## src/rtl/uart_autobaud.sv

```systemverilog
// UART baud-rate auto-calibration: times four bit-pairs of a 0x55 character
// and loads the measured cycles-per-bit into baud_edge.
module uart_autobaud #(
  parameter int CLOCK_FREQ = 125_000_000,
  parameter int BAUD_RATE  = 115_200,
  parameter int MIN_BDRT   = 9_600,
  parameter int BAUD_BITS  = $clog2((CLOCK_FREQ+(MIN_BDRT/2)-1)/(MIN_BDRT/2))
) (
  input  logic                 clk,
  input  logic                 reset,
  input  logic                 serial_in,
  input  logic                 calib_start,
  output logic [BAUD_BITS-1:0] baud_edge,
  output logic                 calib_busy,
  output logic                 locked,
  output logic                 calib_error
);

  localparam int                   CW       = BAUD_BITS + 3;
  localparam logic [CW-1:0]        CNT_MAX  = '1;
  localparam logic [BAUD_BITS-1:0] BAUD_RST = BAUD_BITS'(CLOCK_FREQ / BAUD_RATE);

  typedef enum logic [1:0] {IDLE, ARMED, MEASURE} state_t;

  state_t         state, state_nx;
  logic [1:0]     sync_q;
  logic           line_prev, fall;
  logic [CW-1:0]  cnt, last_t, i0;
  logic [CW-1:0]  elapsed, interval, diff;
  logic [CW:0]    sum;
  logic [BAUD_BITS:0] result;
  logic [1:0]     edge_idx;
  logic           arm, start_meas, edge_rec, done_ok, done_err;

  always_ff @(posedge clk or posedge reset) begin
    if (reset) begin
      sync_q    <= 2'b11;
      line_prev <= 1'b1;
    end else begin
      sync_q    <= {sync_q[0], serial_in};
      line_prev <= sync_q[1];
    end
  end

  assign fall = line_prev & ~sync_q[1];

  // elapsed is cycles since the start edge; timeout has priority so it never wraps
  assign elapsed  = cnt + CW'(1);
  assign interval = elapsed - last_t;
  assign diff     = (interval >= i0) ? (interval - i0) : (i0 - interval);
  assign sum      = {1'b0, elapsed} + (CW+1)'(4);
  assign result   = sum[CW:3];

  always_ff @(posedge clk or posedge reset) begin
    if (reset) state <= IDLE;
    else       state <= state_nx;
  end

  always_comb begin
    state_nx   = state;
    arm        = 1'b0;
    start_meas = 1'b0;
    edge_rec   = 1'b0;
    done_ok    = 1'b0;
    done_err   = 1'b0;
    case (state)
      IDLE: if (calib_start) begin
        arm      = 1'b1;
        state_nx = ARMED;
      end
      ARMED: if (fall) begin
        start_meas = 1'b1;
        state_nx   = MEASURE;
      end
      MEASURE: begin
        if (cnt == CNT_MAX) done_err = 1'b1;
        else if (fall) begin
          if (edge_idx != 2'd0 && diff > (i0 >> 2)) done_err = 1'b1;
          else if (edge_idx == 2'd3) begin
            if (result < (BAUD_BITS+1)'(16)) done_err = 1'b1;
            else                             done_ok  = 1'b1;
          end else edge_rec = 1'b1;
        end
        if (done_ok || done_err) state_nx = IDLE;
      end
      default: state_nx = IDLE;
    endcase
  end

  always_ff @(posedge clk or posedge reset) begin
    if (reset) begin
      cnt         <= '0;
      last_t      <= '0;
      i0          <= '0;
      edge_idx    <= '0;
      baud_edge   <= BAUD_RST;
      calib_busy  <= 1'b0;
      locked      <= 1'b0;
      calib_error <= 1'b0;
    end else begin
      if (start_meas)           cnt <= '0;
      else if (state == MEASURE) cnt <= cnt + CW'(1);
      if (start_meas) begin
        last_t   <= '0;
        edge_idx <= '0;
      end else if (edge_rec) begin
        last_t   <= elapsed;
        edge_idx <= edge_idx + 2'd1;
        if (edge_idx == 2'd0) i0 <= interval;
      end
      if (arm) begin
        calib_busy  <= 1'b1;
        locked      <= 1'b0;
        calib_error <= 1'b0;
      end
      if (done_ok) begin
        calib_busy <= 1'b0;
        locked     <= 1'b1;
        baud_edge  <= result[BAUD_BITS-1:0];
      end
      if (done_err) begin
        calib_busy  <= 1'b0;
        calib_error <= 1'b1;
      end
    end
  end

endmodule

```

## config.mk

```make
export PLATFORM = sky130hd
export DESIGN_NAME = uart_autobaud
export DESIGN_NICKNAME = d
export VERILOG_FILES = /design/src/rtl/uart_autobaud.sv
export SDC_FILE = /design/constraint.sdc
export NUM_CORES = 1
export LEC_CHECK = 0
export ABC_CLOCK_PERIOD_IN_PS = 22300
export CORE_UTILIZATION = 55
export CTS_CLUSTER_DIAMETER = 50
export DETAILED_ROUTE_END_ITERATION = 6
export PLACE_DENSITY = 0.73
export SETUP_SLACK_MARGIN = 0.4
export SLEW_MARGIN = 40
export SYNTH_ARGS = -nofsm -noshare
export SYNTH_HDL_FRONTEND = slang
export SYNTH_SLANG_ARGS = --single-unit
```

## constraint.sdc

```tcl
create_clock -name clk -period 22.3 [get_ports clk]
set_input_delay 2.23 -clock clk [delete_from_list [all_inputs] [get_ports clk]]
set_output_delay 2.23 -clock clk [all_outputs]
set_load 0.05 [all_outputs]
```

==> impl_results.md <==
* Hold crit path type: flop to flop
* RSZ-0062 raised after global routing: no
* Pre-Repair DR Iteration Count at 6
* Drt via density at 5.96
* Post-synth top cells: 82 x o21ai_0, 81 x inv_1, 72 x ha_1
* GRT Resource Usage Total at 27.3%
* Dpl hpwl at 13.5 mm
* Final WL at 17.5 mm
* Initial core utilization at 56.6%
* Max-slew violation count at 0
* FFs w/ async S/R, synth at 100%
* CTS tree: built
* Ratio of cells with drive above 1 in the final layout at 10.1%
* Post-CTS Resized at 0
* Crit path from: cnt[0]
* #FFs+latches synth at 79
* Post-synth EDFFs at 0
* Post-synth top area share at 24.4%
* Total congestion overflow at 0
* Post-synthesis cell area at 7170 um2
* Avg Inst Size Synth at 8.43 um2
* Cell taking the most area after synthesis: dfrtp_1
* Outcome: completed
* CTS buffer count at 9
* H-tree Lvls at 3
* Reg2reg start: cnt[0]
* Die Footprint at 13500 um2
* Clock skew at 0.00505 ns
* Delay of the slowest critical-path stage at 0.64 ns
* Residual DRC at 0
* Detailed-route wire length per cell at 17.1 um
* Die W at 116 um
* Worst Tran Pin Value at 0.705 ns
* Hold WS at 0.355 ns
* Synth unique cells at 83
* Via count at 6110
* Crit start category: flop
* IO Pins at 22
* Max_cap viols at 0
* Clock transition at path regs at 0.06 ns
* Post-CTS Hold Buffers at 0
* Routability cong. at 0.933
* Vias in the first global route at 5787
* Final core utilization at 61.2%
* Hold path startpoint: sync_q[0]
* Clock tree buffer depth at 2
* Syn Inst Count at 850
* Area grow syn2layout at 8.22%
* Initial antenna violation count at 0
* Die span in y at 116 um
* Register area share after synthesis at 27.7%
* Critical path fanouts, max at 39
* Fmax at 0.0997 GHz
* Sink Count at 79
* Syn. warnings at 0
* Worst relative slew slack at 53.0%
* Post-DRT Antenna Nets at 0
* Root Driver: clkbuf_16
* Main area contributors after synthesis: dfrtp_1 24%, ha_1 13%, o21ai_0 5.7%
* Syn nets at 929
* First-pass GRT wire length at 28.7 mm
* CP Capture Type: flop
* Hold Vio Cnt, Final at 0
* Setup TNS at 0 ns
* Buffer count from post-CTS setup fixing at 0
* Cell with the most instances after synthesis: o21ai_0
* Fin crit period at 10.03 ns
* Pin count of the biggest net entering global routing at 80
* R2R cell count at 36
* Hold Crit Depth at 0
* Core area at 12700 um2
* CP Class: flop to flop
* Antenna Cells at 0
* Site Rows at 41
* Final Setup Violations at 0
* CP max-delay cell: nand2b_2
* Worst endpoint data arrival time at 10.26 ns
* Main flop type after synthesis: dfrtp_1
* Drt first-iter violations at 428
* Clk_lat worst skew at 0.34 ns
* Fill cells at 1128
* Port Buffers at 21
* CP required at 22.53 ns
* Crit share post-route at 45.0%
* Nets at 927
==> state kept, by name, summed over array words and instances (netlist names) <==
name and flops:
cnt 18, i0 18, last_t 18, baud_edge 15, edge_idx 2, state 2
sync_q 2, calib_busy 1, calib_error 1, line_prev 1, locked 1
==> area by class of cell <==
class	count	area, um2	area share [%]
sequential	79	1990	25.6
clock inverter	5	56.3	0.726
tap	172	215	2.77
inverter	83	315	4.07
multi-input combinational	650	4680	60.4
clock buffer	11	253	3.26
timing repair buffer	25	244	3.15
==> metrics by stage <==
| stage | cells | cell area (um2) | setup WS (ns) |
|---|---|---|---|
| after floorplan | 850 | 7170 | 14.53 |
| after global placement | 1009 | 7440 | 12.41 |
| after detailed placement | 1009 | 7450 | 12.58 |
| final | 1025 | 7760 | 12.27 |
| after CTS | 1025 | 7760 | 12.47 |
| after global routing | 1025 | 7760 | 11.46 |
==> worst paths after layout <==
path                            endpoint  slack (ns)
max                           last_t[10]       12.27
min                            sync_q[1]        0.35
max reg2reg                   last_t[10]       12.27
min reg2reg                    sync_q[1]        0.35
max in group asynchronous  baud_edge[11]       19.42
min in group asynchronous          i0[1]        2.40
==> kinds of logic after synthesis <==
group,count (synthesis),share of synthesized area (%)
AO/OA/AOI/OAI,213,18.3
XOR/XNOR,62,7.89
adder cells (fa/ha/maj),75,13.4
AND/OR/NAND/NOR,274,21.2
buffers and inverters,121,7.05
multiplexers,26,4.36
flip-flops,79,27.7
==> layout by cell type, fill, tap and decap left out, drive strengths merged, types with 5 or more instances in the layout <==
cell type      count
a211o              5
a211oi             6
a21o               9
a21oi             48
a31oi              7
and2               6
and3               6
clkbuf            11
clkdlybuf4s50     21
dfrtp             70
dfstp              9
ha                72
inv               82
mux2              18
mux2i              8
nand2             66
nand2b            11
nand3             58
nand4             14
nor2              52
nor2b             11
nor3              14
nor4               8
o211ai             7
o21a               9
o21ai             83
o21bai             6
o31ai              7
or2                5
or3                8
xnor2             43
xor2              19
==> per-layer routing <==
layer	global-route usage [%]	share of wire, %
met1	34.9	44
met2	46.7	49
met3	2.08	3.6
met4	13.8	3.2
met5	0	0
==> critical path: cells and delay by family, from the launching register on <==
| family | cells | cell delay [ns] |
|---|---|---|
| buffers and inverters | 4 | 0.86 |
| and+or+nand+nor | 9 | 2.02 |
| DFF | 1 | 0.55 |
| AOI/OAI and AO/OA | 16 | 4.29 |
| adders and majority gates | 4 | 1.52 |
| xor gates and xnor gates | 3 | 0.67 |
Power is not shown: default switching activity piles up to over one toggle a cycle in this logic, so the estimate is an artifact.
